<file path="config.mk">
export PLATFORM = sky130hd
export DESIGN_NAME = weight_load_sched
export DESIGN_NICKNAME = d
export VERILOG_FILES = /design/src/rtl/weight_load_sched.sv
export SDC_FILE = /design/constraint.sdc
export NUM_CORES = 1
export LEC_CHECK = 0
export BUFFER_PORTS_ARGS = -buffer_cell sky130_fd_sc_hd__buf_4
export CAP_MARGIN = 20
export CORE_ASPECT_RATIO = 0.75
export CORE_MARGIN = 2
export CORE_UTILIZATION = 40
export CTS_BUF_LIST = sky130_fd_sc_hd__clkbuf_4 sky130_fd_sc_hd__clkbuf_8
export DETAILED_ROUTE_END_ITERATION = 16
export GPL_ROUTABILITY_DRIVEN = 0
export PLACE_DENSITY = 0.6
export SLEW_MARGIN = 30
export SYNTH_ARGS = -nofsm -noshare
export SYNTH_HDL_FRONTEND = slang
export SYNTH_SLANG_ARGS = --single-unit
</file>
<file path="constraint.sdc">
create_clock -name clk -period 3.2 [get_ports clk]
set_input_delay 0.32 -clock clk [delete_from_list [all_inputs] [get_ports clk]]
set_output_delay 0.32 -clock clk [all_outputs]
set_load 0.005 [all_outputs]
</file>
<file path="src/rtl/weight_load_sched.sv">
// Double-buffered weight-tile load scheduler: fills two banks ahead of the compute engine
// and hands them over in load order. Optional watchdog on the writer enabled by WLS_TIMEOUT_EN.
module weight_load_sched #(
  parameter int TILE_W      = 8,
  parameter int TIMEOUT_CYC = 65535
) (
  input  logic              clk,
  input  logic              rst,
  input  logic              run,
  input  logic [2:0]        layer_num,
  input  logic [TILE_W-1:0] tiles_per_layer,
  output logic              wr_start,
  output logic [2:0]        wr_layer,
  output logic              wr_bank,
  input  logic              wr_done,
  input  logic              cmp_req,
  input  logic              cmp_release,
  output logic              cmp_grant,
  output logic              cmp_bank,
  output logic [2:0]        cmp_layer,
  output logic              busy,
  output logic              done,
  output logic              err,
  output logic [1:0]        dbg_state
);

  localparam logic [1:0] S_IDLE  = 2'd0;
  localparam logic [1:0] S_ISSUE = 2'd1;
  localparam logic [1:0] S_WAIT  = 2'd2;
  localparam logic [1:0] S_DRAIN = 2'd3;

  localparam logic [1:0] B_EMPTY   = 2'd0;
  localparam logic [1:0] B_LOADING = 2'd1;
  localparam logic [1:0] B_FULL    = 2'd2;
  localparam logic [1:0] B_INUSE   = 2'd3;

  logic [1:0]        r_state;
  logic [1:0]        r_bank_st    [2];
  logic [2:0]        r_bank_layer [2];
  logic              r_wr_ptr;
  logic              r_rd_ptr;
  logic [TILE_W-1:0] r_tiles;
  logic [TILE_W-1:0] r_tile_cnt;
  logic [2:0]        r_layers;
  logic [2:0]        r_layer_cnt;

  logic w_active;
  logic w_inuse;
  logic w_timeout;
  logic w_grant_fire;
  logic w_rel_fire;
  logic w_last_tile;
  logic w_last_layer;
  logic w_drain_done;

  // Only the rd_ptr bank can ever be INUSE, since grants and releases follow load order.
  assign w_active     = (r_state != S_IDLE);
  assign w_inuse      = (r_bank_st[0] == B_INUSE) || (r_bank_st[1] == B_INUSE);
  assign w_grant_fire = w_active && !w_timeout && cmp_req && !w_inuse &&
                        (r_bank_st[r_rd_ptr] == B_FULL);
  assign w_rel_fire   = w_active && !w_timeout && cmp_release && w_inuse;
  assign w_last_tile  = (r_tile_cnt == r_tiles - TILE_W'(1));
  assign w_last_layer = (r_layer_cnt == r_layers - 3'd1);
  assign w_drain_done = (r_state == S_DRAIN) && w_rel_fire &&
                        (r_bank_st[~r_rd_ptr] == B_EMPTY);
  assign dbg_state    = r_state;

`ifdef WLS_TIMEOUT_EN
  localparam int TO_W = $clog2(TIMEOUT_CYC + 1);
  logic [TO_W-1:0] r_to_cnt;
  logic            r_err;

  assign w_timeout = (r_state == S_WAIT) && !wr_done && (r_to_cnt == TO_W'(TIMEOUT_CYC - 1));
  assign err       = r_err;

  // Counter sits at zero outside WAIT, so each WAIT entry starts a fresh window.
  always_ff @(posedge clk) begin
    if (rst) begin
      r_to_cnt <= '0;
      r_err    <= 1'b0;
    end else begin
      r_err    <= w_timeout;
      r_to_cnt <= (r_state == S_WAIT) ? r_to_cnt + TO_W'(1) : '0;
    end
  end
`else
  assign w_timeout = 1'b0;
  assign err       = 1'b0;
`endif

  always_ff @(posedge clk) begin
    if (rst) begin
      r_state     <= S_IDLE;
      r_wr_ptr    <= 1'b0;
      r_rd_ptr    <= 1'b0;
      r_tiles     <= '0;
      r_tile_cnt  <= '0;
      r_layers    <= '0;
      r_layer_cnt <= '0;
      wr_start    <= 1'b0;
      wr_layer    <= '0;
      wr_bank     <= 1'b0;
      cmp_grant   <= 1'b0;
      cmp_bank    <= 1'b0;
      cmp_layer   <= '0;
      busy        <= 1'b0;
      done        <= 1'b0;
      for (int i = 0; i < 2; i++) begin
        r_bank_st[i]    <= B_EMPTY;
        r_bank_layer[i] <= '0;
      end
    end else begin
      wr_start  <= 1'b0;
      cmp_grant <= 1'b0;
      done      <= 1'b0;

      if (w_grant_fire) begin
        cmp_grant            <= 1'b1;
        cmp_bank             <= r_rd_ptr;
        cmp_layer            <= r_bank_layer[r_rd_ptr];
        r_bank_st[r_rd_ptr]  <= B_INUSE;
      end
      if (w_rel_fire) begin
        r_bank_st[r_rd_ptr] <= B_EMPTY;
        r_rd_ptr            <= ~r_rd_ptr;
      end

      case (r_state)
        S_IDLE: begin
          if (run) begin
            r_layers    <= (layer_num == 3'd0) ? 3'd1 : layer_num;
            r_tiles     <= (tiles_per_layer == '0) ? TILE_W'(1) : tiles_per_layer;
            r_tile_cnt  <= '0;
            r_layer_cnt <= '0;
            r_wr_ptr    <= 1'b0;
            r_rd_ptr    <= 1'b0;
            busy        <= 1'b1;
            r_state     <= S_ISSUE;
          end
        end
        S_ISSUE: begin
          if (r_bank_st[r_wr_ptr] == B_EMPTY) begin
            wr_start               <= 1'b1;
            wr_layer               <= r_layer_cnt;
            wr_bank                <= r_wr_ptr;
            r_bank_st[r_wr_ptr]    <= B_LOADING;
            r_bank_layer[r_wr_ptr] <= r_layer_cnt;
            r_state                <= S_WAIT;
          end
        end
        S_WAIT: begin
          if (wr_done) begin
            r_bank_st[r_wr_ptr] <= B_FULL;
            r_wr_ptr            <= ~r_wr_ptr;
            r_state             <= S_ISSUE;
            if (!w_last_tile) begin
              r_tile_cnt <= r_tile_cnt + TILE_W'(1);
            end else begin
              r_tile_cnt <= '0;
              if (w_last_layer) r_state <= S_DRAIN;
              else              r_layer_cnt <= r_layer_cnt + 3'd1;
            end
          end else if (w_timeout) begin
            r_bank_st[0] <= B_EMPTY;
            r_bank_st[1] <= B_EMPTY;
            busy         <= 1'b0;
            r_state      <= S_IDLE;
          end
        end
        default: begin
          if (w_drain_done) begin
            done    <= 1'b1;
            busy    <= 1'b0;
            r_state <= S_IDLE;
          end
        end
      endcase
    end
  end

endmodule
</file>
# Yosys cells after proc, flatten, opt, wreduce, memory -nomap -nowiden
# Memory sizes are Yosys's and may differ from the RTL's. A register that Yosys moved wholly into a read port is not among the register bits.
# Cells that the tools add are included.
# word_totals
regBits	35
n_memories	2
word_cells	125
out_inout_bits	15
in_bits	17
ramBits	10
# mem_list
name	depth	word_bits	read_ports	rd_ports_with_merged_regs	wr	line_no	source
r_bank_layer	2	3	1	1	2	39	logic [2:0] r_bank_layer [2];
r_bank_st	2	2	5	2	2	38	logic [1:0] r_bank_st [2];
# op_classes
reduce_logical	29
bitwise	5
muxes	58
n_eq_ne	13
add_sub_neg	4
# op_table
operator	n
1-bit two-way mux	33
8-bit two-way mux	4
2-bit two-way mux	10
3-bit two-way mux	6
8-bit one-hot mux with 2 select lines	1
2-bit equality test (second input constant)	5
2-bit inequality test (second input constant)	5
8-bit by 1-bit adder with 8-bit output (second input constant)	1
8-bit equality test	1
8-bit zero test	1
8-bit by 1-bit subtractor with 8-bit output (second input constant)	1
1-bit logical AND	7
2-bit zero test	3
2-bit one-hot mux with 3 select lines	1
3-bit one-hot mux with 2 select lines	1
3-bit AND reduction	2
2-bit nonzero test	3
2-bit OR reduction	3
5-bit AND reduction	1
1-bit one-hot mux with 2 select lines	2
2-bit AND reduction	2
4-bit AND reduction	1
4-bit nonzero test	1
4-bit OR reduction	1
other kinds (10)	13

# Depth between registers and ports, before layout
# Gate-level depths: netlist of the first run.
# An unclocked memory read counts as a cell.
# depth
depth_word	12
mapped_depth	10
mapped_depth_nobuf	8

# Worst setup path after synthesis of the first run
# Ideal clock, no wire load.
# synth_path
path_kind	register to register
from	reg r_tiles[0]
to	reg r_layer_cnt[0]
path_buffers	1
setup_ps	66
required_time_ps	3134
period_less_slack_ps	2211
t_arrival_ps	2145
path_stages_with_launch	8
slack_ps	989
cell_sequence	dfxtp_1 -> or4_4 -> or4b_4 -> a21oi_2 -> o211ai_2 -> buf_6 -> nor4_4 -> a2bb2oi_2
# synth_between
elab_chain_len	4
# synth_rtl
element	line_no	source
from (decl)	42	logic [TILE_W-1:0] r_tiles;
from (signal assigned)	132	r_tiles <= (tiles_per_layer == '0) ? TILE_W'(1) : tiles_per_layer;
8-bit by 1-bit subtractor with 8-bit output	62	assign w_last_tile = (r_tile_cnt == r_tiles - TILE_W'(1));
8-bit equality test	62	
2-bit inequality test (no source line)	n/a	
5-bit AND reduction (no source line)	n/a	
to (signal assigned)	161	else r_layer_cnt <= r_layer_cnt + 3'd1;
to (decl)	45	logic [2:0] r_layer_cnt;
# Every way passes these cells.
# A chain may end at the register's enable or synchronous reset.

# Worst setup path after layout of the first run
# layout_path
from	reg r_tiles[0]
to	reg r_layer_cnt[2]
# The elaborated chain is that of the path after synthesis.

==> results of run 1 <==
-- worst paths after layout --
kind,start,end,slack [ps]
setup reg to reg,r_tiles[0],r_layer_cnt[2],630
setup / recovery,r_tiles[0],r_layer_cnt[2],630
hold / removal,layer_num[0],r_layers[0],260
hold reg to reg,wr_bank,wr_bank,460
-- final cells by class --
| cell class | instances | area share, % |
|---|---|---|
| Clock inverter | 3 | 2.19 |
| Multi-Input combinational cell | 220 | 46.3 |
| Timing Repair Buffer | 32 | 8.08 |
| Clock buffer | 5 | 2.31 |
| Tap cell | 81 | 3.41 |
| Sequential cell | 49 | 36.4 |
| Inverter | 11 | 1.39 |
-- power groups by stage --
| stage | combinational (uW) | sequential [uW] | clock (uW) |
|---|---|---|---|
| floorplan | 511 | 774 | 0 |
| detailed placement | 685 | 799 | 0 |
| finish | 686 | 784 | 529 |
| CTS | 689 | 784 | 536 |
| global placement | 673 | 796 | 0 |
| global route | 765 | 798 | 561 |
-- Yosys cell counts (2+ instances only) --
master	instances
sky130_fd_sc_hd__dfxtp_1	39
sky130_fd_sc_hd__nand2_1	39
sky130_fd_sc_hd__nor2_1	33
sky130_fd_sc_hd__a21oi_1	22
sky130_fd_sc_hd__xnor2_1	15
sky130_fd_sc_hd__clkbuf_1	12
sky130_fd_sc_hd__inv_1	11
sky130_fd_sc_hd__edfxtp_1	10
sky130_fd_sc_hd__ha_1	8
sky130_fd_sc_hd__mux2i_1	8
sky130_fd_sc_hd__nor3_1	8
sky130_fd_sc_hd__o21ai_0	8
sky130_fd_sc_hd__nand3_1	7
sky130_fd_sc_hd__a211oi_1	6
sky130_fd_sc_hd__nor2b_1	5
sky130_fd_sc_hd__nor3b_1	5
sky130_fd_sc_hd__buf_4	4
sky130_fd_sc_hd__nor4_1	4
sky130_fd_sc_hd__nor4b_1	4
sky130_fd_sc_hd__xor2_1	4
sky130_fd_sc_hd__and2_1	3
sky130_fd_sc_hd__and3_1	3
sky130_fd_sc_hd__o21ai_1	3
sky130_fd_sc_hd__a22oi_1	2
sky130_fd_sc_hd__and3b_1	2
sky130_fd_sc_hd__nand2b_1	2
sky130_fd_sc_hd__o211ai_1	2
sky130_fd_sc_hd__o21a_1	2
sky130_fd_sc_hd__o22ai_1	2
sky130_fd_sc_hd__or2_2	2
-- logic make-up (layout without fill, tap and decap cells) --
kind of cell | after synthesis | in the layout | share of synthesized area [%]
other | 1 | 1 | 0.145
AO/OA/AOI/OAI | 58 | 58 | 14.5
AND/OR/NAND/NOR | 126 | 126 | 25.0
adder cells (fa/ha/maj) | 8 | 8 | 3.88
flip-flops | 49 | 49 | 41.9
XOR/XNOR | 19 | 19 | 6.45
multiplexers | 8 | 8 | 3.10
buffers and inverters | 29 | 51 | 5.09
-- state kept, by name, indices dropped and copies added (netlist names), 2 cells and up, named ones only --
signal        cells
cmp_layer         3
r_bank_st         4
r_tile_cnt        8
wr_layer          3
r_bank_layer      6
r_layer_cnt       3
dbg_state         2
r_layers          3
r_tiles           8
-- cell usage in the layout, fill, tap and decap left out, drive strengths merged, types with 3 or more instances in the layout --
cell type and count:
a211oi 6, a21oi 23, and2 3, and3 3, buf 32, clkbuf 5
dfxtp 39, edfxtp 10, ha 8, inv 11, mux2i 8, nand2 39
nand3 7, nor2 33, nor2b 5, nor3 8, nor3b 5, nor4 5
nor4b 4, o211ai 3, o21ai 11, or2 3, xnor2 15, xor2 4
-- metrics by stage --
stage,hold WS [ps],std cells,total power (uW)
after floorplan,436,298,1290
after global placement,444,393,1470
after detailed placement,450,393,1480
after CTS,252,401,2010
after global routing,273,401,2120
final,262,401,2000
-- worst max-delay path: cells and delay by family (launching register included) --
| kind | cells | cell delay (ps) |
|---|---|---|
| flops | 1 | 360 |
| simple gates | 3 | 1490 |
| compound gates | 3 | 670 |
-- routing by layer --
layer | up-vias | track usage [%]
li1 | 1072 | -
met1 | 998 | 25.7
met2 | 38 | 22.5
met3 | 5 | 3.33
met4 | 0 | 5.01
met5 | - | 0
==> tab_implementation.tex, run 1 <==
\begin{tabular}{lr}
\hline
Metric & Value \\
\hline
\multicolumn{2}{l}{\textbf{Power}} \\
\quad Net switching power of the design & roughly 700 uW \\
\quad Clock power frac & between 20\% and 30\% \\
\quad Static leakage & between 0.001 and 0.0015 uW \\
\quad Power share of the sequential group & slightly below 40\% \\
\quad Share of total power consumed by net switching & about a third \\
\quad Internal portion of total power & 1310 uW \\
\quad Logic pwr share & approximately 34\% \\
\quad Largest vdd supply drop & 0.281 mV \\
\quad Pwr Density & 673 mW/mm2 \\
\multicolumn{2}{l}{\textbf{Yosys}} \\
\quad Yosys warns & 0 \\
\quad Share of synthesized flip-flops with an asynchronous set or reset & 0\% \\
\quad Cell type with the largest total area after synthesis & sky130\_fd\_sc\_hd\_\_dfxtp\_1 \\
\quad Total nets after synthesis & about 320 \\
\quad Top flip-flop cell by instance count after synthesis & sky130\_fd\_sc\_hd\_\_dfxtp\_1 \\
\quad Cell area after synthesis & about 0.0026 mm2 \\
\quad Post-synthesis sequential area ratio & 41.9\% \\
\quad Distinct cells, synth & 53 \\
\quad Top-area cell type share of the netlist area & 30.2\% \\
\quad Synthesized netlist cell count & 298 \\
\quad Synthesized area divided by synthesized cell count & between 8 and 9 um2 \\
\quad Ranking of synthesized cells by area & sky130\_fd\_sc\_hd\_\_dfxtp\_1 (30\%), sky130\_fd\_sc\_hd\_\_edfxtp\_1 (12\%), sky130\_fd\_sc\_hd\_\_nand2\_1 (5.7\%) \\
\quad EDFF count, synth & 10 \\
\quad Flip-flop and latch count after synthesis & 49 \\
\multicolumn{2}{l}{\textbf{Flow run}} \\
\quad Max cap viols & 0 \\
\multicolumn{2}{l}{\textbf{CTS}} \\
\quad Post-cts gate resize count & 0 \\
\quad CTS hold repair buffers & 0 \\
\quad Setup Fix Bufs, Post-CTS & 0 \\
\quad Clock transition at the registers of the reported paths & 90 ps \\
\quad Clock buffer count from CTS & 5 \\
\quad Worst-skew pair later-pin latency & 310 ps \\
\quad Number of buffers between clock root and the deepest sink & 2 \\
\quad Clock tree root buffer cell & sky130\_fd\_sc\_hd\_\_clkbuf\_8 \\
\quad Clock tree from TritonCTS & done \\
\quad Sinks on Clock Net & 49 \\
\quad H-tree levels & 2 \\
\multicolumn{2}{l}{\textbf{Routing}} \\
\quad Routed Antenna Nets & 0 \\
\quad Via count & 2113 \\
\quad Final wirelength & 5610 um \\
\quad Routed length on met3 & 190 um \\
\quad DR top layer & met4 \\
\quad Average vias per placed instance & 5.27 \\
\quad Routed met1 length & 3070 um \\
\quad Drt drc & 0 \\
\quad Detailed-routing iteration count for the pre-antenna-repair pass & 4 \\
\quad Initial DRC Count & 162 \\
\quad Wire length on met2 & 2300 um \\
\quad Wire length per cell & 14.0 um \\
\multicolumn{2}{l}{\textbf{Layout}} \\
\quad Cell area after layout & $\sim$0.0030 mm2 \\
\quad Total inserted antenna cells & 0 \\
\quad Fillers & 608 \\
\quad Fraction of final layout cells with drive strength greater than 1 & 15.9\% \\
\quad Area of combinational cells with multiple inputs & roughly 0.0014 mm2 \\
\quad Layout overhead on the synthesized area & 15.2\% \\
\quad Register area & 0.00108 mm2 \\
\quad Net total in the final layout & 344 \\
\quad Final cell utilization of the core & 47.3\% \\
\multicolumn{2}{l}{\textbf{Worst setup path}} \\
\quad Critical path arrival & 2820 ps \\
\quad Standard cell with the maximum stage delay on the critical path & sky130\_fd\_sc\_hd\_\_or4\_4 \\
\quad Data required time at the worst endpoint & 3450 ps \\
\quad Worst setup SP type & flop \\
\quad Type of destination of the critical path & flop \\
\quad Maximum fanout count along the critical path & 13 \\
\quad Delay of the slowest critical-path stage & 580 ps \\
\quad Crit path cell chain & or4\_4, or4b\_4, a21oi\_2, o211ai\_2, nor4b\_1, o221a\_1 \\
\quad Critical path class & flop to flop \\
\quad Worst-case reg-to-reg path depth & 6 \\
\multicolumn{2}{l}{\textbf{GRT}} \\
\quad Number of antenna violations at the first check in global routing & 0 \\
\quad Pin count of the biggest net entering global routing & between 40 and 50 \\
\quad Global-route wire length before repair & 9290 um \\
\quad Via count of the first global-routing pass & 1829 \\
\quad GRT Util Overall & 16.4\% \\
\quad Grt total ovfl & 0 \\
\multicolumn{2}{l}{\textbf{STA}} \\
\quad Final WS setup & 632 ps \\
\quad Headroom to the max-slew limit & 43.7\% \\
\quad Measured slew at the worst slew-check pin & 838 ps \\
\quad Number of hold violations in the final report & 0 \\
\quad Count of final setup violators & 0 \\
\quad Share of the clock period used by the worst path & 80.2\% \\
\quad Crit path time final & approximately 2600 ps \\
\quad Number of pins with negative max-slew slack in the final report & 0 \\
\quad Achievable Freq & 389 MHz \\
\quad Unrepaired setup endpoints after global routing & false \\
\quad Total Neg Setup Slack & 0 ps \\
\quad Setup clock skew after layout & 7.75 ps \\
\multicolumn{2}{l}{\textbf{Run status}} \\
\quad Run status & finished, final reports clean \\
\multicolumn{2}{l}{\textbf{Place}} \\
\quad Detail Placement HPWL & 4090 um \\
\quad Worst-case setup slack after placement & 659 ps \\
\quad Post-Place Cell Area & 0.00284 mm2 \\
\quad Number of buffer cells added on primary ports & 30 \\
\multicolumn{2}{l}{\textbf{Worst hold path}} \\
\quad Worst hold path stage count & 3 \\
\quad Kind of path behind the tightest hold check & input port to flop \\
\multicolumn{2}{l}{\textbf{Floorplan}} \\
\quad DIE HEIGHT & roughly 74 um \\
\quad Placeable core area & between 0.006 and 0.007 mm2 \\
\quad Area of the die & 0.00712 mm2 \\
\quad Width of the die & 96.8 um \\
\quad Number of rows created at floorplan & 25 \\
\quad I/O pins & 32 \\
\quad Initial core utilization & 41.1\% \\
\hline
\end{tabular}
Power figures use the tool's default switching activity.
==> inputs of run 2 (changes only) <==
Settings changed: PLACE_DENSITY 0.6 to 0.62.
Clock period 3.2 ns to 2.1 ns, I/O delays scaled along.
==> tab_implementation.tex, run 2 (synthesis gave the netlist of run 1 again) <==
\begin{tabular}{lr}
\hline
Metric & Value \\
\hline
\multicolumn{2}{l}{\textbf{STA}} \\
\quad Unrepaired setup endpoints after global routing & true \\
\quad Measured slew at the worst slew-check pin & 512 ps (-326 ps) \\
\quad Share of the clock period used by the worst path & 111\% (+31 points) \\
\quad Final WS setup & -235 ps (-867 ps) \\
\quad Count of final setup violators & 12 (+12) \\
\quad Number of hold violations in the final report & 0 (unchanged) \\
\quad Crit path time final & 2330 ps (-233 ps) \\
\quad Headroom to the max-slew limit & 65.8\% (+22 points) \\
\quad Setup clock skew after layout & 6.99 ps (-0.765 ps) \\
\quad Total Neg Setup Slack & -1520 ps (-1520 ps) \\
\quad Achievable Freq & 428 MHz (+10\%) \\
\quad Number of pins with negative max-slew slack in the final report & 0 (unchanged) \\
\multicolumn{2}{l}{\textbf{Place}} \\
\quad Detail Placement HPWL & 4200 um (+2.7\%) \\
\quad Placed cell count & 416 (+5.9\%) \\
\quad Number of buffer cells added on primary ports & 30 (unchanged) \\
\quad Worst-case setup slack after placement & -261 ps (-920 ps) \\
\multicolumn{2}{l}{\textbf{CTS}} \\
\quad Number of buffers between clock root and the deepest sink & 2 (unchanged) \\
\quad Clock buffer count from CTS & 5 (unchanged) \\
\quad Worst-skew pair later-pin latency & 300 ps (about the same) \\
\quad Sinks on Clock Net & 49 (unchanged) \\
\quad Clock transition at the registers of the reported paths & 90 ps (about the same) \\
\quad Clock tree from TritonCTS & done \\
\quad H-tree levels & 2 (unchanged) \\
\quad Clock tree root buffer cell & sky130\_fd\_sc\_hd\_\_clkbuf\_8 \\
\quad CTS hold repair buffers & 0 (unchanged) \\
\multicolumn{2}{l}{\textbf{Layout}} \\
\quad Total inserted antenna cells & 0 (unchanged) \\
\quad Largest registers in the final layout & r\_tile\_cnt x8, r\_tiles x8, r\_bank\_layer x6 \\
\quad Fraction of final layout cells with drive strength greater than 1 & 27.5\% (+12 points) \\
\quad Leading cell types in the layout, fill and taps excluded & sky130\_fd\_sc\_hd\_\_buf\_4 (54), sky130\_fd\_sc\_hd\_\_nand2\_1 (38), sky130\_fd\_sc\_hd\_\_dfxtp\_1 (36) \\
\quad Layout overhead on the synthesized area & 28.0\% \\
\quad Net total in the final layout & 369 (+7.3\%) \\
\quad Most common cell after layout, fill and taps aside & sky130\_fd\_sc\_hd\_\_buf\_4 \\
\quad Final std cells w/o fill & 426 (+6.2\%) \\
\multicolumn{2}{l}{\textbf{Worst setup path}} \\
\quad Delay of the slowest critical-path stage & 560 ps (-20 ps) \\
\quad Crit path cell chain & or4\_4, or4b\_4, a21oi\_4, o211ai\_4, buf\_12, or3\_1, o211ai\_1 \\
\quad Maximum fanout count along the critical path & 5 (-8) \\
\quad Critical path arrival & 2570 ps (-250 ps) \\
\quad Crit Reg-Reg Startpoint & r\_tiles[1] \\
\quad Setup slack of the most critical reg-to-reg path & -230 ps (-870 ps) \\
\quad Worst-case reg-to-reg path depth & 7 (+1) \\
\quad Worst setup SP type & flop \\
\quad Type of destination of the critical path & flop \\
\quad Critical path class & flop to flop \\
\quad Worst setup path end & r\_layer\_cnt[1] \\
\quad Data required time at the worst endpoint & 2330 ps (-1120 ps) \\
\quad Standard cell with the maximum stage delay on the critical path & sky130\_fd\_sc\_hd\_\_or4\_4 \\
\quad Crit. Startpoint & r\_tiles[1] \\
\quad Critical R2R Capture & r\_layer\_cnt[1] \\
\multicolumn{2}{l}{\textbf{GRT}} \\
\quad Via count of the first global-routing pass & 2100 (+15\%) \\
\quad Grt total ovfl & 0 (unchanged) \\
\quad Pin count of the biggest net entering global routing & 48 (unchanged) \\
\quad Met2 Use GR & 27.0\% (+4.6 points) \\
\quad Busiest layer in global routing & met2 \\
\quad Global-route wire length before repair & 10100 um (+8.9\%) \\
\quad GRT Util Overall & 17.8\% (+1.4 points) \\
\quad Number of antenna violations at the first check in global routing & 0 (unchanged) \\
\quad Global-route met1 utilization & 26.0\% (+0.37 points) \\
\quad Met3 capacity usage during global routing & 3.52\% (+0.19 points) \\
\multicolumn{2}{l}{\textbf{Routing}} \\
\quad Initial DRC Count & 137 (-15\%) \\
\quad Wire length per cell & 14.2 um (+1.2\%) \\
\quad Via count & 2203 (+4.3\%) \\
\quad Detailed-routing iteration count for the pre-antenna-repair pass & 4 (unchanged) \\
\quad Average vias per placed instance & 5.17 (-1.9\%) \\
\quad Routed Antenna Nets & 0 (unchanged) \\
\quad Drt drc & 0 (unchanged) \\
\quad Final wirelength & 6030 um (+7.5\%) \\
\multicolumn{2}{l}{\textbf{Run status}} \\
\quad Failing checks & setup timing \\
\quad Run status & complete, but fails checks \\
\multicolumn{2}{l}{\textbf{Floorplan}} \\
\quad DIE HEIGHT & 73.6 um (unchanged) \\
\quad Width of the die & 96.8 um (unchanged) \\
\quad Placeable core area & 0.00629 mm2 (unchanged) \\
\quad Initial core utilization & 41.1\% (unchanged) \\
\quad Number of rows created at floorplan & 25 (unchanged) \\
\quad Area of the die & 0.00712 mm2 (unchanged) \\
\quad I/O pins & 32 (unchanged) \\
\multicolumn{2}{l}{\textbf{Power}} \\
\quad Largest vdd supply drop & 0.342 mV (+22\%) \\
\quad Static leakage & 0.00129 uW (+14\%) \\
\quad Pwr Density & 971 mW/mm2 (+44\%) \\
\multicolumn{2}{l}{\textbf{Worst hold path}} \\
\quad Hold\_sp & layer\_num[0] \\
\quad Kind of path behind the tightest hold check & input port to flop \\
\quad Worst hold path stage count & 3 (unchanged) \\
\multicolumn{2}{l}{\textbf{Flow run}} \\
\quad Max cap viols & 0 (unchanged) \\
\hline
\end{tabular}
-- run 2: worst min path at each step --
| stage | to | slack, ps |
|---|---|---|
| 4_1_cts | r_layers[0] | 140 |
| 3_3_place_gp | wr_bank | 440 |
| 3_5_place_dp | wr_bank | 450 |
| 2_1_floorplan | r_tiles[1] | 340 |
| 6_report | r_layers[0] | 150 |
| 5_1_grt | r_tiles[6] | 160 |
-- run 2: routing by layer --
metal  up-vias  part of all wire (%)
met2        52                    43
met4         0                  0.99
met1      1018                    52
li1       1126                     -
met3         7                   4.1
met5         -                     0
-- run 2: worst max-delay path: cells and delay by family, from the launching register on --
| family | cells | cell delay (ps) |
|---|---|---|
| flip-flops | 1 | 330 |
| buffers and inverters | 1 | 180 |
| AO/OA/AOI/OAI | 3 | 390 |
| AND/OR/NAND/NOR | 3 | 1370 |
-- run 2: final cells by class --
cell class | instances | area [um2]
clock buffers | 6 | 76.3
clock inverters | 2 | 33.8
fillers | 594 | 2980
inverters | 11 | 41.3
multi-input cells | 220 | 1510
flip-flops and latches | 49 | 1080
well taps | 81 | 101
repair buffers | 57 | 457
-- run 2: report_power, final --
part,leakage (uW),internal [uW],total (uW),switching (uW)
clock,0.0000563,365,681,316
sequential,0.000422,1080,1180,101
combinational,0.000813,618,1340,725
total,0.00129,2070,3210,1140
-- run 2: repair_timing --
item | in CTS | in global routing
pin swaps | 11 | 9
cloned | 1 | 0
buffers inserted | 3 | 1
setup endpoints to repair | 12 | 18
gates resized for setup | 14 | 16
-- run 2: metrics by stage --
step	utilization, %	power [uW]	instance area [um2]	hold WS, ps
detailed placement	48.2	2390	3030	447
floorplan	-	1970	2590	338
global placement	48.2	2380	3030	444
CTS	51.7	3130	3250	142
finish	52.5	3210	3300	152
global route	52.5	3410	3300	161
==> inputs of run 3 (changes only) <==
Settings changed: ABC_AREA from default to 1.
==> tab_implementation.tex, run 3 <==
\begin{tabular}{lr}
\hline
Metric & Value \\
\hline
\multicolumn{2}{l}{\textbf{Power}} \\
\quad Internal portion of total power & 1860 uW (-10\%) \\
\quad Net switching power of the design & 1340 uW (+17\%) \\
\quad Static leakage & 0.00131 uW (+1.4\%) \\
\quad Share of total power consumed by net switching & 41.8\% (+6.2 points) \\
\quad Power share of the sequential group & 38.8\% (+1.9 points) \\
\quad Final Total Pwr & 3200 uW (-0.41\%) \\
\quad Logic pwr share & 41.7\% (-0.2 points) \\
\quad Largest vdd supply drop & 0.365 mV (+6.7\%) \\
\quad Clock power frac & 19.5\% (-1.7 points) \\
\quad Pwr Density & 1050 mW/mm2 (+8.6\%) \\
\multicolumn{2}{l}{\textbf{Flow run}} \\
\quad Max cap viols & 0 (unchanged) \\
\multicolumn{2}{l}{\textbf{Yosys}} \\
\quad Flip-flop and latch count after synthesis & 49 (unchanged) \\
\quad Synthesized netlist cell count & 353 (+18\%) \\
\quad Synthesized area divided by synthesized cell count & 7.38 um2 (-15\%) \\
\quad Cell area after synthesis & 0.00260 mm2 (+0.87\%) \\
\quad Post-synthesis sequential area ratio & 41.5\% (-0.36 points) \\
\quad Total nets after synthesis & 378 (+17\%) \\
\quad Leading post-synthesis cells by instance count & sky130\_fd\_sc\_hd\_\_nand2\_1 (74), sky130\_fd\_sc\_hd\_\_inv\_1 (40), sky130\_fd\_sc\_hd\_\_dfxtp\_1 (39), sky130\_fd\_sc\_hd\_\_nor2\_1 (39), sky130\_fd\_sc\_hd\_\_o21ai\_0 (30) \\
\quad Leading cell type by number of instances after synthesis & sky130\_fd\_sc\_hd\_\_nand2\_1 \\
\quad Distinct cells, synth & 37 (-30\%) \\
\quad Yosys warns & 0 (unchanged) \\
\quad EDFF count, synth & 10 (unchanged) \\
\quad Top flip-flop cell by instance count after synthesis & sky130\_fd\_sc\_hd\_\_dfxtp\_1 \\
\quad Share of synthesized flip-flops with an asynchronous set or reset & 0\% (unchanged) \\
\quad Cell type with the largest total area after synthesis & sky130\_fd\_sc\_hd\_\_dfxtp\_1 \\
\quad Ranking of synthesized cells by area & sky130\_fd\_sc\_hd\_\_dfxtp\_1 (30\%), sky130\_fd\_sc\_hd\_\_edfxtp\_1 (12\%), sky130\_fd\_sc\_hd\_\_nand2\_1 (11\%) \\
\quad Top-area cell type share of the netlist area & 30.0\% (-0.26 points) \\
\multicolumn{2}{l}{\textbf{Routing}} \\
\quad Wire length on met2 & 2210 um (-15\%) \\
\quad Routed length on met3 & 347 um (+40\%) \\
\quad Final wirelength & 5830 um (-3.4\%) \\
\quad Routed met1 length & 3180 um (+1.6\%) \\
\quad Routed Antenna Nets & 0 (unchanged) \\
\quad Detailed-routing iteration count for the pre-antenna-repair pass & 4 (unchanged) \\
\quad DR top layer & met4 \\
\quad Drt drc & 0 (unchanged) \\
\quad Via count & 2254 (+2.3\%) \\
\quad Wire length per cell & 12.4 um (-12\%) \\
\quad Initial DRC Count & 125 (-8.8\%) \\
\quad Average vias per placed instance & 4.80 (-7.3\%) \\
\multicolumn{2}{l}{\textbf{Worst hold path}} \\
\quad Endpoint, Worst Hold & r\_layers[2] \\
\quad Kind of path behind the tightest hold check & input port to flop \\
\quad Hold\_sp & layer\_num[2] \\
\quad Worst hold path stage count & 3 (unchanged) \\
\multicolumn{2}{l}{\textbf{Worst setup path}} \\
\quad Critical R2R Capture & r\_tile\_cnt[5] \\
\quad Critical path class & flop to flop \\
\quad Critical path arrival & 2100 ps (-470 ps) \\
\quad Worst setup SP type & flop \\
\quad Type of destination of the critical path & flop \\
\quad Data required time at the worst endpoint & 2350 ps (+20 ps) \\
\quad Setup slack of the most critical reg-to-reg path & 250 ps (+480 ps) \\
\quad Maximum fanout count along the critical path & 7 (+2) \\
\quad Worst-case reg-to-reg path depth & 9 (+2) \\
\quad Crit Reg-Reg Startpoint & dbg\_state[0] \\
\multicolumn{2}{l}{\textbf{Place}} \\
\quad Placed cell count & 462 (+11\%) \\
\quad Detail Placement HPWL & 4490 um (+6.9\%) \\
\quad Number of buffer cells added on primary ports & 30 (unchanged) \\
\multicolumn{2}{l}{\textbf{CTS}} \\
\quad Worst-skew pair later-pin latency & 320 ps (+20 ps) \\
\quad CTS hold repair buffers & 0 (unchanged) \\
\quad Number of buffers between clock root and the deepest sink & 2 (unchanged) \\
\quad Clock transition at the registers of the reported paths & 110 ps (+20 ps) \\
\quad Sinks on Clock Net & 49 (unchanged) \\
\quad Clock tree from TritonCTS & done \\
\quad H-tree levels & 2 (unchanged) \\
\quad Clock buffer count from CTS & 5 (unchanged) \\
\quad Setup Fix Bufs, Post-CTS & 0 (-3) \\
\quad Clock tree root buffer cell & sky130\_fd\_sc\_hd\_\_clkbuf\_8 \\
\multicolumn{2}{l}{\textbf{Layout}} \\
\quad Total inserted antenna cells & 0 (unchanged) \\
\quad Fillers & 644 (+8.4\%) \\
\quad Leading cell types in the layout, fill and taps excluded & sky130\_fd\_sc\_hd\_\_nand2\_1 (74), sky130\_fd\_sc\_hd\_\_inv\_1 (40), sky130\_fd\_sc\_hd\_\_dfxtp\_1 (39) \\
\quad Area of combinational cells with multiple inputs & 0.00132 mm2 (-13\%) \\
\quad Net total in the final layout & 413 (+12\%) \\
\quad Most common cell after layout, fill and taps aside & sky130\_fd\_sc\_hd\_\_nand2\_1 \\
\quad Largest registers in the final layout & r\_tile\_cnt x8, r\_tiles x8, r\_bank\_layer x6 \\
\quad Register area & 0.00108 mm2 (-0.35\%) \\
\quad Final std cells w/o fill & 470 (+10\%) \\
\quad Fraction of final layout cells with drive strength greater than 1 & 16.7\% (-11 points) \\
\quad Layout overhead on the synthesized area & 16.4\% \\
\multicolumn{2}{l}{\textbf{Floorplan}} \\
\quad Initial core utilization & 41.4\% (+0.36 points) \\
\quad Width of the die & 97.2 um (+0.41\%) \\
\quad Placeable core area & 0.00629 mm2 (unchanged) \\
\quad Number of rows created at floorplan & 25 (unchanged) \\
\quad I/O pins & 32 (unchanged) \\
\quad Area of the die & 0.00718 mm2 (+0.82\%) \\
\quad DIE HEIGHT & 73.9 um (+0.41\%) \\
\multicolumn{2}{l}{\textbf{GRT}} \\
\quad Via count of the first global-routing pass & 2057 (-2.0\%) \\
\quad GRT Util Overall & 17.6\% (-0.18 points) \\
\quad Number of antenna violations at the first check in global routing & 0 (unchanged) \\
\quad Global-route wire length before repair & 10000 um (-1.1\%) \\
\quad Grt total ovfl & 0 (unchanged) \\
\quad Pin count of the biggest net entering global routing & 19 (-60\%) \\
\multicolumn{2}{l}{\textbf{STA}} \\
\quad Setup clock skew after layout & 10.1 ps (+3.14 ps) \\
\quad Number of hold violations in the final report & 0 (unchanged) \\
\quad Total Neg Setup Slack & 0 ps (+1520 ps) \\
\quad Unrepaired setup endpoints after global routing & false \\
\quad Share of the clock period used by the worst path & 88.2\% (-23 points) \\
\quad Count of final setup violators & 0 (-12) \\
\quad Hold slack & 153 ps (+0.514 ps) \\
\quad Number of pins with negative max-slew slack in the final report & 0 (unchanged) \\
\quad Achievable Freq & 540 MHz (+26\%) \\
\quad Crit path time final & 1850 ps (-482 ps) \\
\multicolumn{2}{l}{\textbf{Run status}} \\
\quad Run status & finished, final reports clean \\
\hline
\end{tabular}
run 3: what timing repair did:
| action | CTS | global route |
|---|---|---|
| setup endpoints to repair | 0 | 6 |
| hold endpoints to repair | 0 | 0 |
| gates resized for setup | 0 | 3 |
run 3: critical path: stages, from the launching register on:
cell                      delay (ps)
sky130_fd_sc_hd__dfxtp_1         360
sky130_fd_sc_hd__inv_1           160
sky130_fd_sc_hd__ha_1            270
sky130_fd_sc_hd__inv_1           120
sky130_fd_sc_hd__or2_1           230
sky130_fd_sc_hd__o21ai_2         130
sky130_fd_sc_hd__nor2_4           90
sky130_fd_sc_hd__inv_1           200
sky130_fd_sc_hd__nand2_1          70
sky130_fd_sc_hd__a21oi_1         150
run 3: power by group through the flow:
stage	combinational [uW]	clock (uW)	sequential (uW)
floorplan	949	0	1240
global placement	1310	0	1260
detailed placement	1310	0	1260
CTS	1320	640	1240
global route	1540	670	1270
finish	1330	622	1240
run 3: cell type report:
class | count | area share (%)
Timing Repair Buffer | 36 | 8.92
Inverter | 44 | 5.45
Sequential cell | 49 | 35.7
Clock buffer | 5 | 2.27
Tap cell | 81 | 3.34
Multi-Input combinational cell | 252 | 43.4
Clock inverter | 3 | 0.950
run 3: worst max-delay path by stage:
stage | start | end | slack [ps] | cells after the start
floorplan | dbg_state[0] | r_bank_st[0][0] | 430 | 7
global placement | dbg_state[0] | r_tile_cnt[7] | 240 | 10
detailed placement | dbg_state[0] | r_tile_cnt[7] | 190 | 10
CTS | dbg_state[0] | r_tile_cnt[7] | 160 | 10
global route | dbg_state[0] | r_tile_cnt[5] | 10 | 9
finish | dbg_state[0] | r_tile_cnt[5] | 250 | 9
run 3: logic make-up (layout without fill, tap and decap cells):
group	Yosys count	count (layout)	synth area share [%]
and+or+nand+nor	160	160	27.6
other	1	1	0.144
adders and majority gates	8	8	3.84
AOI/OAI and AO/OA	69	69	13.8
xor gates and xnor gates	14	14	4.71
DFF	49	49	41.5
buffers and inverters	52	88	8.36
run 3: per-layer routing:
metal	vias to the layer above	global-route usage [%]
met2	51	24.4
met3	8	3.24
met5	-	0
met4	0	6.57
met1	972	27.0
li1	1223	-
run 3: stage by stage:
| stage | util [%] | setup WS, ps | instance area (um2) |
|---|---|---|---|
| after floorplan | - | 434 | 2600 |
| after global placement | 46.5 | 235 | 2920 |
| after detailed placement | 46.5 | 194 | 2920 |
| after CTS | 48.0 | 161 | 3020 |
| after global routing | 48.2 | 11.8 | 3030 |
| final | 48.2 | 248 | 3030 |
